===== src/rtl/acc_tree_sched.sv =====
`default_nettype none
// ============================================================================
// Module   : acc_tree_sched
// Purpose  : Schedules window issue into an external adder tree, adds a
//            per-frame bias with 20-bit saturation, and buffers results in a
//            small FWFT FIFO. Optional ReLU via ACC_TREE_SCHED_RELU_EN.
// Revision : 1.0 - initial release
// ============================================================================
module acc_tree_sched #(
    parameter int N_WIN      = 576,
    parameter int TREE_LAT   = 5,
    parameter int FIFO_DEPTH = 2
) (
    input  logic               clk_i,
    input  logic               rstn_i,
    input  logic               start_i,
    input  logic signed [19:0] bias_i,
    input  logic               win_valid_i,
    output logic               win_ready_o,
    output logic               tree_en_o,
    input  logic signed [19:0] tree_sum_i,
    output logic               res_valid_o,
    input  logic               res_ready_i,
    output logic signed [19:0] res_data_o,
    output logic               res_last_o,
    output logic               busy_o,
    output logic               done_o
);
    localparam int CW = $clog2(N_WIN + 1);
    localparam int PW = (FIFO_DEPTH > 1) ? $clog2(FIFO_DEPTH) : 1;
    localparam int FW = $clog2(FIFO_DEPTH + 1);
    localparam logic [CW-1:0] C_NWIN    = CW'(N_WIN);
    localparam logic [CW-1:0] C_LAST    = CW'(N_WIN - 1);
    localparam logic [FW-1:0] C_DEPTH   = FW'(FIFO_DEPTH);
    localparam logic [PW-1:0] C_PTR_MAX = PW'(FIFO_DEPTH - 1);

    typedef enum logic {
        ST_IDLE = 1'b0,
        ST_BUSY = 1'b1
    } state_t;

    state_t               state_q;
    logic                 done_q;
    logic signed [19:0]   bias_q;
    logic [CW-1:0]        in_cnt_q;
    logic [CW-1:0]        out_cnt_q;
    logic [TREE_LAT-1:0]  vld_q;
    logic [TREE_LAT-1:0]  vld_d;
    logic signed [19:0]   fifo_mem_q [FIFO_DEPTH];
    logic [PW-1:0]        wr_ptr_q;
    logic [PW-1:0]        rd_ptr_q;
    logic [FW-1:0]        fifo_cnt_q;

    logic                 busy;
    logic                 accept;
    logic                 push;
    logic                 pop;
    logic                 stall;
    logic                 vld_top;
    logic                 vld_low_any;
    logic                 head_last;
    logic signed [20:0]   sum_w;
    logic signed [19:0]   sat_w;
    logic signed [19:0]   push_data;

    generate
        if (TREE_LAT > 1) begin : g_vld_multi
            assign vld_low_any = |vld_q[TREE_LAT-2:0];
        end else begin : g_vld_single
            assign vld_low_any = 1'b0;
        end
    endgenerate

    assign busy        = (state_q == ST_BUSY);
    assign vld_top     = vld_q[TREE_LAT-1];
    assign res_valid_o = (fifo_cnt_q != '0);
    assign pop         = res_valid_o & res_ready_i;
    assign push        = vld_top & ((fifo_cnt_q < C_DEPTH) | pop);
    assign stall       = vld_top & ~push;
    assign win_ready_o = busy & ~stall & (in_cnt_q < C_NWIN);
    assign accept      = win_valid_i & win_ready_o;
    assign tree_en_o   = ~stall & (accept | vld_low_any);
    assign head_last   = (out_cnt_q == C_LAST);
    assign res_last_o  = res_valid_o & head_last;
    assign res_data_o  = res_valid_o ? fifo_mem_q[rd_ptr_q] : 20'sd0;
    assign busy_o      = busy;
    assign done_o      = done_q;

    // 21-bit sum overflows the 20-bit range exactly when its top two bits differ
    assign sum_w = {tree_sum_i[19], tree_sum_i} + {bias_q[19], bias_q};
    always_comb begin
        sat_w = sum_w[19:0];
        if (sum_w[20] != sum_w[19]) begin
            sat_w = sum_w[20] ? 20'sh80000 : 20'sh7FFFF;
        end
    end

`ifdef ACC_TREE_SCHED_RELU_EN
    assign push_data = sat_w[19] ? 20'sd0 : sat_w;
`else
    assign push_data = sat_w;
`endif

    // The valid tag travels with the tree data; it only moves when the tree does
    always_comb begin
        vld_d = vld_q;
        if (tree_en_o) begin
            for (int i = TREE_LAT - 1; i > 0; i--) begin
                vld_d[i] = vld_q[i-1];
            end
            vld_d[0] = accept;
        end else if (push) begin
            vld_d[TREE_LAT-1] = 1'b0;
        end
    end

    always_ff @(posedge clk_i or negedge rstn_i) begin
        if (!rstn_i) begin
            state_q   <= ST_IDLE;
            done_q    <= 1'b0;
            bias_q    <= '0;
            in_cnt_q  <= '0;
            out_cnt_q <= '0;
            vld_q     <= '0;
        end else begin
            vld_q  <= vld_d;
            done_q <= 1'b0;
            if (accept) begin
                in_cnt_q <= in_cnt_q + 1'b1;
            end
            if (pop) begin
                out_cnt_q <= out_cnt_q + 1'b1;
            end
            case (state_q)
                ST_IDLE: begin
                    if (start_i) begin
                        state_q   <= ST_BUSY;
                        bias_q    <= bias_i;
                        in_cnt_q  <= '0;
                        out_cnt_q <= '0;
                    end
                end
                ST_BUSY: begin
                    if (pop && head_last) begin
                        state_q <= ST_IDLE;
                        done_q  <= 1'b1;
                    end
                end
                default: state_q <= ST_IDLE;
            endcase
        end
    end

    always_ff @(posedge clk_i or negedge rstn_i) begin
        if (!rstn_i) begin
            wr_ptr_q   <= '0;
            rd_ptr_q   <= '0;
            fifo_cnt_q <= '0;
        end else begin
            if (push) begin
                wr_ptr_q <= (wr_ptr_q == C_PTR_MAX) ? '0 : wr_ptr_q + 1'b1;
            end
            if (pop) begin
                rd_ptr_q <= (rd_ptr_q == C_PTR_MAX) ? '0 : rd_ptr_q + 1'b1;
            end
            case ({push, pop})
                2'b10:   fifo_cnt_q <= fifo_cnt_q + 1'b1;
                2'b01:   fifo_cnt_q <= fifo_cnt_q - 1'b1;
                default: fifo_cnt_q <= fifo_cnt_q;
            endcase
        end
    end

    // Storage needs no reset: the read port is masked while the FIFO is empty
    always_ff @(posedge clk_i) begin
        if (push) begin
            fifo_mem_q[wr_ptr_q] <= push_data;
        end
    end

endmodule
`default_nettype wire


===== config.mk =====
export PLATFORM = sky130hd
export DESIGN_NAME = acc_tree_sched
export DESIGN_NICKNAME = d
export VERILOG_FILES = /design/src/rtl/acc_tree_sched.sv
export SDC_FILE = /design/constraint.sdc
export NUM_CORES = 1
export LEC_CHECK = 0
export CAP_MARGIN = 20
export CORE_MARGIN = 4
export CORE_UTILIZATION = 45
export DETAILED_ROUTE_END_ITERATION = 10
export HOLD_SLACK_MARGIN = 0.12
export PLACE_DENSITY_LB_ADDON = 0.12
export SLEW_MARGIN = 20
export SYNTH_ARGS = -nofsm -noshare
export SYNTH_HDL_FRONTEND = slang
export SYNTH_SLANG_ARGS = --single-unit

===== constraint.sdc =====
create_clock -name clk_i -period 3.95 [get_ports clk_i]
set_input_delay 0.79 -clock clk_i [delete_from_list [all_inputs] [get_ports clk_i]]
set_output_delay 0.79 -clock clk_i [all_outputs]
set_load 0.01 [all_outputs]

# [After elaboration in Yosys (flattened, before gate mapping)]
# Memory sizes are Yosys's and may differ from the RTL's.
# Cells that the tools add are included.
[op_classes] n_addsub=7 magnitude_cmp=2 eq_ne=4 mux=21 n_bitwise=13 reduce_logical=6
[op_table] op="10-bit two-way mux" count=6
[op_table] op="20-bit two-way mux" count=3
[op_table] op="20-bit by 20-bit adder with 21-bit output" count=1
[op_table] op="10-bit by 1-bit adder with 10-bit output, second input constant" count=2
[op_table] op="10-bit equality test, second input constant" count=1
[op_table] op="10-bit less-than comparator, second input constant" count=1
[op_table] op="1-bit two-way mux" count=10
[op_table] op="1-bit bitwise AND" count=8
[op_table] op="2-bit nonzero test" count=3
[op_table] op="2-bit one-hot mux with 2 select lines" count=1
[op_table] op="4-bit OR reduction" count=1
[op_table] op="1-bit NOT" count=3
[op_table] op="1-bit adder, second input constant" count=2
[op_table] op="2-bit by 1-bit adder with 2-bit output, second input constant" count=1
[op_table] op="2-bit by 1-bit equality test with 1-bit output, second input constant" count=1
[op_table] op="2-bit equality test, second input constant" count=1
[op_table] op="2-bit less-than comparator, second input constant" count=1
[op_table] op="1-bit bitwise OR" count=2
[op_table] op="1-bit one-hot mux with 2 select lines" count=1
[op_table] op="2-bit AND reduction" count=1
[op_table] op="2-bit by 1-bit subtractor with 2-bit output, second input constant" count=1
[op_table] op="1-bit logical AND" count=1
[op_table] op="1-bit inequality test" count=1
[totals] reg_bits=51 mem_bits_rw=40 inputBits=45 out_inout_bits=26 elab_cells=64 n_memories=1
[memory_table] name="fifo_mem_q" words=2 width=20 read_ports=1 rd_ports_with_merged_regs=0 write_ports=1 line="49" text="logic signed [19:0] fifo_mem_q [FIFO_DEPTH];"

# [Depth between registers and ports, before layout]
# Gate-level depths: netlist (run 1).
[logic_depth] ltp_word=13 depth_mapped=11 mapped_depth_nobuf=10

# [Least setup slack after synthesis (run 1)]
# No wires, ideal clock.
[synth_path] kind="in2reg" start="input port tree_sum_i[0]" end="memory fifo_mem_q[0][18] (data pin)" setup_time_ps=270 t_arrival_ps=2864 t_required_ps=3680 slack_ps=816 path_stages=10 path_buffers=0 path_cell_list="ha_1 inv_1 fa_1 nor2b_1 o2111ai_1 a2111oi_0 nor3_1 o31ai_1 xor2_1 maj3_1"
[synth_via] elab_chain_cells=3 word_cells_on_any_way=4 classes_between="add/sub: 1; eq/ne: 1; mux: 2"
[synth_rtl] item="start, declared" line="21" text="input logic signed [19:0] tree_sum_i,"
[synth_rtl] item="20-bit by 20-bit adder with 21-bit output *" line="90" text="assign sum_w = {tree_sum_i[19], tree_sum_i} + {bias_q[19], bias_q};"
[synth_rtl] item="20-bit two-way mux / 1-bit inequality test (equally long branches)" line="94, 93"
[synth_rtl] item="20-bit two-way mux *" line="93" text="if (sum_w[20] != sum_w[19]) begin"
[synth_rtl] item="net push_data[18]" line="64" text="logic signed [19:0] push_data;"
[synth_rtl] item="end, declared" line="49"
# Mark *: on every way through the listed nets, which the timed path passes. The rest lies on a longest branch.

# [Final worst setup path (run 1)]
# Ends and elaborated chain as after synthesis.

==> impl_metrics.py, run 1 <==
metrics = {
    "logic_synthesis": {
        "synth_top_area_share": 0.261,
        "yosys_warnings": 0,
        "synth_compound_gate_area_share": 0.103,
        "synth-xor-area-share": 0.0645,
        "synthSimpleGateAreaFrac": 0.129,
        "ys.flop_type": "sky130_fd_sc_hd__dfrtp_1",
        "netlist-cell-type-count": 55,
        "synth_area_leader_cell": "sky130_fd_sc_hd__dfrtp_1",
        "yosys.cell_count.top_type": "sky130_fd_sc_hd__nor2_1",
        "synth_edf_count": 40,
        "synthMuxAreaShare": 0.0957,
        "combinational_family_with_the_most_area_after_synthesis": "simple AND/OR/NAND/NOR gates",
        "synth_async_sr_flop_share": 0.560,
        "synth_seq_cells": 91,
        "synth.area.top_cells": "sky130_fd_sc_hd__dfrtp_1 26%, sky130_fd_sc_hd__edfxtp_1 25%, sky130_fd_sc_hd__ha_1 5.9%",
        "ys_top_cells_by_count": "57 x sky130_fd_sc_hd__nor2_1, 51 x sky130_fd_sc_hd__dfrtp_1, 40 x sky130_fd_sc_hd__edfxtp_1, 24 x sky130_fd_sc_hd__nand2_1, 23 x sky130_fd_sc_hd__ha_1",
        "synth_fa_ha_area_frac": 0.0752,
        "syn-instance-count": 435,
        "mean_cell_area_of_the_mapped_netlist_um2": 11.2,
        "synth_nets": 504,
        "sequential_cell_area_fraction_in_the_yosys_report": 0.507,
        "syn-cell-area_um2": 4890,
    },
    "die": {
        "io_pins": 71,
        "floorplan.core_area_um2": 10500,
        "floorplan.die.height_um": 112,
        "design.die.area_um2": 12600,
        "initial_standard_cell_utilization_of_the_core": 0.467,
        "placementRows": 37,
        "floorplan.die.width_um": 112,
    },
    "timing": {
        "post-route-period-util": 0.880,
        "fin_setup_tns_ps": 0,
        "timing.clock.skew_ps": 12.3,
        "final_hold_vios": 0,
        "max_clock_freq_ghz": 0.288,
        "slew_viol_final": 0,
        "period_minus_slack_ps": 3480,
        "unrepaired_setup_endpoints_after_global_routing": "false",
        "timing_worst_slew_pin_value_ps": 558,
        "slew-limit-headroom": 0.626,
        "finalSetupViolCount": 0,
        "layout_setup_ws_ps": 475,
    },
    "clock_tree": {
        "numCtsBuffers": 9,
        "tritoncts_num_sinks": 91,
        "worst_setup_hold_path_clk_slew_ps": 90,
        "clock_latency_ps": 360,
        "cts_tree": "yes",
        "ctsLongestPathBuffers": 2,
        "cts_post_setup_buffers_inserted": 0,
        "cts-root-buf": "sky130_fd_sc_hd__clkbuf_8",
        "cts-resized-gates": 0,
        "clock_tree.htree_level_count": 3,
        "holdBufCountCts": 0,
    },
    "place": {
        "dp_worst_setup_slack_ps": 121,
        "dp_hpwl_mm": 7.19,
        "place_congestion": 0.814,
        "numPortBuffers": 70,
    },
    "worst_setup_path": {
        "timing.critical_path.arrival_ps": 3580,
        "end_kind": "flip-flop",
        "worst_setup_path_start_kind": "input pin",
        "required_ps": 4050,
        "path_max_fanout": 3,
        "path_class": "input pin to flip-flop",
    },
    "drt": {
        "vias_per_cell": 5.17,
        "post_drt_wl_per_cell_um": 14.7,
        "drt_drc_violations_left": 0,
        "drt_wl_total_mm": 9.55,
        "drt_iter0_markers": 137,
        "vias": 3365,
        "first_pass_iters": 4,
        "route.antenna.remaining_nets": 0,
    },
    "run": {
        "max_cap_viol_count": 0,
    },
    "grt": {
        "grt_antenna_before_repair": 0,
        "track_usage": 0.157,
        "grt_pass1_wl_mm": 15.9,
        "grt_start_max_net_pins": 32,
        "globalRouteOverflowTotal": 0,
        "via_count_of_the_first_global_routing_pass": 3292,
    },
    "final_layout": {
        "antenna-diode-count": 0,
        "layout-area-overhead-vs-synth_pct": 21.8,
        "layout.filler_cells": 938,
        "final_layout_size_suffix_gt1_frac": 0.130,
        "finish.net_count": 579,
    },
    "run_status": {
        "run_status": "finished, final reports clean",
    },
    "min_path": {
        "path_class_of_the_lowest_slack_min_delay_path": "input pin to async pin",
    },
    "power_and_ir_drop": {
        "leakage_nw": 2.47,
        "power.ir.vdd_worst_mv": 0.292,
        "p_per_area_nw_per_um2": 610,
    },
}
-- per-layer routing --
metal | part of all wire | track usage | vias to the layer above
li1 | - | - | 1707
met1 | 0.49 | 0.223 | 1578
met2 | 0.45 | 0.237 | 68
met3 | 0.044 | 0.0383 | 12
met4 | 0.014 | 0.0497 | 0
met5 | 0 | 0 | -
-- registers in the layout, indices dropped and copies added (netlist names) --
name and count:
bias_q 20, fifo_cnt_q 2, done_o 1, fifo_mem_q 40, vld_q 5, wr_ptr_q 1, out_cnt_q 10, busy_o 1
rd_ptr_q 1, in_cnt_q 10
-- cells by family after synthesis --
family	after synthesis
flip-flops	91
buffers and inverters	29
AND/OR/NAND/NOR	134
AO/OA/AOI/OAI	71
XOR/XNOR	36
adder cells (fa/ha/maj)	30
multiplexers	44
-- power breakdown --
| group | switching, mW | internal (mW) | total, mW |
|---|---|---|---|
| clock | 0.322 | 0.283 | 0.605 |
| sequential | 0.152 | 1.35 | 1.50 |
| combinational | 0.772 | 0.755 | 1.53 |
-- area by class of cell --
class	count	area (µm²)	share of cell area
multi-input cells	315	2290	0.385
clock buffers	12	166	0.0279
well taps	136	170	0.0286
inverters	11	41.3	0.00693
clock inverters	4	23.8	0.00399
flip-flops and latches	91	2480	0.416
repair buffers	82	786	0.132
-- final timing paths --
check                              startpoint                 to  slack, ps  depth (start not counted)
worst max-delay path            tree_sum_i[0]  fifo_mem_q[0][18]        470                         11
worst min-delay path                   rstn_i          bias_q[1]        400                          1
worst max register to register      bias_q[0]  fifo_mem_q[0][18]       1000                         10
worst min register to register       wr_ptr_q           wr_ptr_q        500                          1
max in group asynchronous              rstn_i           rd_ptr_q       2750                          2
min in group clk_i                   wr_ptr_q           wr_ptr_q        500                          1
-- cells in the final DEF, fill, tap and decap left out, drive strengths merged, types with 4 or more instances in the layout --
master / n
nand3: 13
nand4: 4
maj3: 6
nor2b: 6
nor3: 5
or3: 4
ha: 23
clkbuf: 12
o21ai: 23
clkinv: 4
mux2i: 22
inv: 11
a21oi: 20
nor2: 58
edfxtp: 40
o21a: 5
buf: 13
mux2: 22
xnor2: 16
nand2: 25
dfrtp: 51
and3: 10
xor2: 20
clkdlybuf4s50: 69
-- stage by stage --
stage | hold WS [ps] | power (mW) | std cells | utilization | instance area [µm²]
2_1_floorplan | 455 | 2.45 | 435 | - | 4890
3_3_place_gp | 470 | 3.03 | 635 | 0.551 | 5770
3_5_place_dp | 484 | 3.07 | 635 | 0.551 | 5770
4_1_cts | 420 | 3.67 | 651 | 0.569 | 5960
5_1_grt | 437 | 3.89 | 651 | 0.569 | 5960
6_report | 405 | 3.63 | 651 | 0.569 | 5960
-- worst max-delay path, stage by stage --
cell	delay [ps]
sky130_fd_sc_hd__clkdlybuf4s50_1	460
sky130_fd_sc_hd__ha_1	160
sky130_fd_sc_hd__inv_1	50
sky130_fd_sc_hd__fa_1	400
sky130_fd_sc_hd__nor2b_1	180
sky130_fd_sc_hd__o2111ai_1	180
sky130_fd_sc_hd__a2111oi_0	490
sky130_fd_sc_hd__nor3_1	140
sky130_fd_sc_hd__o31ai_1	250
sky130_fd_sc_hd__xor2_1	100
sky130_fd_sc_hd__maj3_1	370
Note: power is estimated with default switching activity, not from simulation.
==> run 2: changes to the inputs <==
--- a/config.mk
+++ b/config.mk
@@ -5,9 +5,11 @@
 export SDC_FILE = /design/constraint.sdc
 export NUM_CORES = 1
 export LEC_CHECK = 0
+export ABC_CLOCK_PERIOD_IN_PS = 3950
 export CAP_MARGIN = 20
 export CORE_MARGIN = 4
 export CORE_UTILIZATION = 45
+export CTS_BUF_LIST = sky130_fd_sc_hd__clkbuf_2
 export DETAILED_ROUTE_END_ITERATION = 10
 export HOLD_SLACK_MARGIN = 0.12
 export PLACE_DENSITY_LB_ADDON = 0.12
==> run 2 against run 1 <==
Clock skew rose by 17 ps. Worst hold slack got worse by 220 ps. Non-clock buffer count did not move. Maximum frequency rose by 3.3%. Critical path depth down 5. Register-to-register slack got worse by 30 ps. Worst setup slack improved by 110 ps. Critical path type is now input pin to primary output. Clock power shrank 24%.
==> impl_metrics.py, run 2 (synthesized netlist as in run 1, its figures left out) <==
metrics = {
    "drt": {
        "drt_drc_violations_left": 0,
        "first_pass_iters": 4,
        "vias": 3388,
        "drt_iter0_markers": 158,
        "met3_length_um": 363,
        "wl_met1_mm": 4.80,
        "route.antenna.remaining_nets": 0,
        "vias_per_cell": 5.20,
        "post_drt_wl_per_cell_um": 14.8,
        "met2RoutedLength_mm": 4.30,
        "maxUsedRoutingLayer": "met4",
        "drt_wl_total_mm": 9.63,
    },
    "grt": {
        "via_count_of_the_first_global_routing_pass": 3296,
        "grt_antenna_before_repair": 0,
        "grt_pass1_wl_mm": 16.0,
        "globalRouteOverflowTotal": 0,
        "grt_start_max_net_pins": 32,
        "track_usage": 0.157,
    },
    "power_and_ir_drop": {
        "power.ir.vdd_worst_mv": 0.289,
        "power.net_switching_mw": 1.24,
        "p_per_area_nw_per_um2": 594,
        "leakage_nw": 2.44,
        "seq_power_share": 0.429,
        "internal_power_mw": 2.25,
        "p_comb_frac": 0.439,
        "p_sw_frac": 0.357,
        "share_clk_of_total_power": 0.132,
    },
    "final_layout": {
        "number_of_flip_flops_under_the_largest_register_name": 40,
        "layout.cells.most_common_list": "69 x sky130_fd_sc_hd__clkdlybuf4s50_1, 57 x sky130_fd_sc_hd__nor2_1, 51 x sky130_fd_sc_hd__dfrtp_1",
        "layout-area-overhead-vs-synth_pct": 20.1,
        "layout.filler_cells": 949,
        "final_util": 0.561,
        "finish.net_count": 579,
        "flip_flop_and_latch_area_um2": 2480,
        "antenna-diode-count": 0,
        "final_layout_size_suffix_gt1_frac": 0.132,
        "largest-register": "fifo_mem_q",
        "final_common_cell": "sky130_fd_sc_hd__clkdlybuf4s50_1",
        "top_flop_regs": "fifo_mem_q (40), bias_q (20)",
        "multi_input_comb_area_um2": 2290,
    },
    "worst_setup_path": {
        "critical-path-max-stage-delay_ps": 560,
        "required_ps": 3160,
        "path_max_fanout": 8,
        "critical_path.cell_chain": "clkdlybuf4s50_1 > nand3b_1 > and3_1 > nand2_1 > a21boi_0 > clkdlybuf4s50_1",
        "timing.critical_path.arrival_ps": 2570,
        "path_class": "input pin to primary output",
        "category_of_cells_accounting_for_the_largest_share_of_critical_path_delay": "buffers and inverters",
        "worst_path_most_repeated_cell": "sky130_fd_sc_hd__clkdlybuf4s50_1",
        "worst-path-buf-inv": 2,
        "end_kind": "primary output",
        "worst_setup_path_start_kind": "input pin",
        "cell_with_the_largest_stage_delay_on_the_worst_path": "sky130_fd_sc_hd__clkdlybuf4s50_1",
    },
    "timing": {
        "max_clock_freq_ghz": 0.297,
        "period_minus_slack_ps": 3360,
        "timing.clock.skew_ps": 29.7,
        "layout_setup_ws_ps": 587,
        "timing_worst_slew_pin_value_ps": 559,
        "post-route-period-util": 0.851,
        "slew_viol_final": 0,
        "fin_setup_tns_ps": 0,
        "finalSetupViolCount": 0,
        "slew-limit-headroom": 0.625,
        "unrepaired_setup_endpoints_after_global_routing": "false",
        "final_hold_vios": 0,
    },
    "clock_tree": {
        "numCtsBuffers": 9,
        "holdBufCountCts": 0,
        "cts_post_setup_buffers_inserted": 0,
        "clock_latency_ps": 540,
        "worst_setup_hold_path_clk_slew_ps": 240,
        "clock_tree.htree_level_count": 3,
        "cts_tree": "yes",
        "cts-resized-gates": 0,
        "cts-root-buf": "sky130_fd_sc_hd__clkbuf_2",
        "tritoncts_num_sinks": 91,
        "ctsLongestPathBuffers": 2,
    },
    "place": {
        "dp_worst_setup_slack_ps": 121,
        "place_congestion": 0.814,
        "numPortBuffers": 70,
        "dp_hpwl_mm": 7.19,
    },
    "min_path": {
        "path_class_of_the_lowest_slack_min_delay_path": "input pin to async pin",
    },
    "die": {
        "floorplan.core_area_um2": 10500,
        "initial_standard_cell_utilization_of_the_core": 0.467,
        "io_pins": 71,
        "floorplan.die.height_um": 112,
        "design.die.area_um2": 12600,
        "floorplan.die.width_um": 112,
        "placementRows": 37,
    },
    "run_status": {
        "run_status": "finished, final reports clean",
    },
    "run": {
        "max_cap_viol_count": 0,
    },
}
run 2: metrics by stage:
stage / total power, mW / instance area (µm²) / cells / hold slack (ps)
after floorplan: 2.45 / 4890 / 435 / 455
after global placement: 3.03 / 5770 / 635 / 470
after detailed placement: 3.07 / 5770 / 635 / 484
after CTS: 3.52 / 5870 / 651 / 177
after global routing: 3.74 / 5870 / 651 / 183
final: 3.49 / 5870 / 651 / 189
run 2: final cells by class:
cell class / count / share of cell area
clock buffers: 10 / 0.00852
clock inverters: 6 / 0.00980
inverters: 11 / 0.00703
multi-input cells: 315 / 0.390
flip-flops and latches: 91 / 0.422
well taps: 136 / 0.0290
repair buffers: 82 / 0.134
run 2: worst paths after layout:
check	start	to	slack [ps]	depth (start not counted)
max	res_ready_i	tree_en_o	590	6
min	rstn_i	bias_q[1]	190	1
max reg2reg	bias_q[0]	fifo_mem_q[1][18]	970	10
min reg2reg	wr_ptr_q	wr_ptr_q	520	1
max in group asynchronous	rstn_i	out_cnt_q[0]	2960	2
min in group clk_i	wr_ptr_q	wr_ptr_q	520	1
run 2: per-layer routing:
layer,vias to the layer above,track usage
met5,-,0
met4,0,0.0617
met3,13,0.0270
met2,70,0.239
met1,1599,0.225
li1,1706,-
run 2: power groups by stage:
stage / Sequential, mW / Combinational [mW] / Clock [mW]
after global routing: 1.53 / 1.70 / 0.517
final: 1.50 / 1.53 / 0.461
after CTS: 1.50 / 1.55 / 0.468
after floorplan: 1.47 / 0.979 / 0
after detailed placement: 1.52 / 1.55 / 0
after global placement: 1.51 / 1.52 / 0
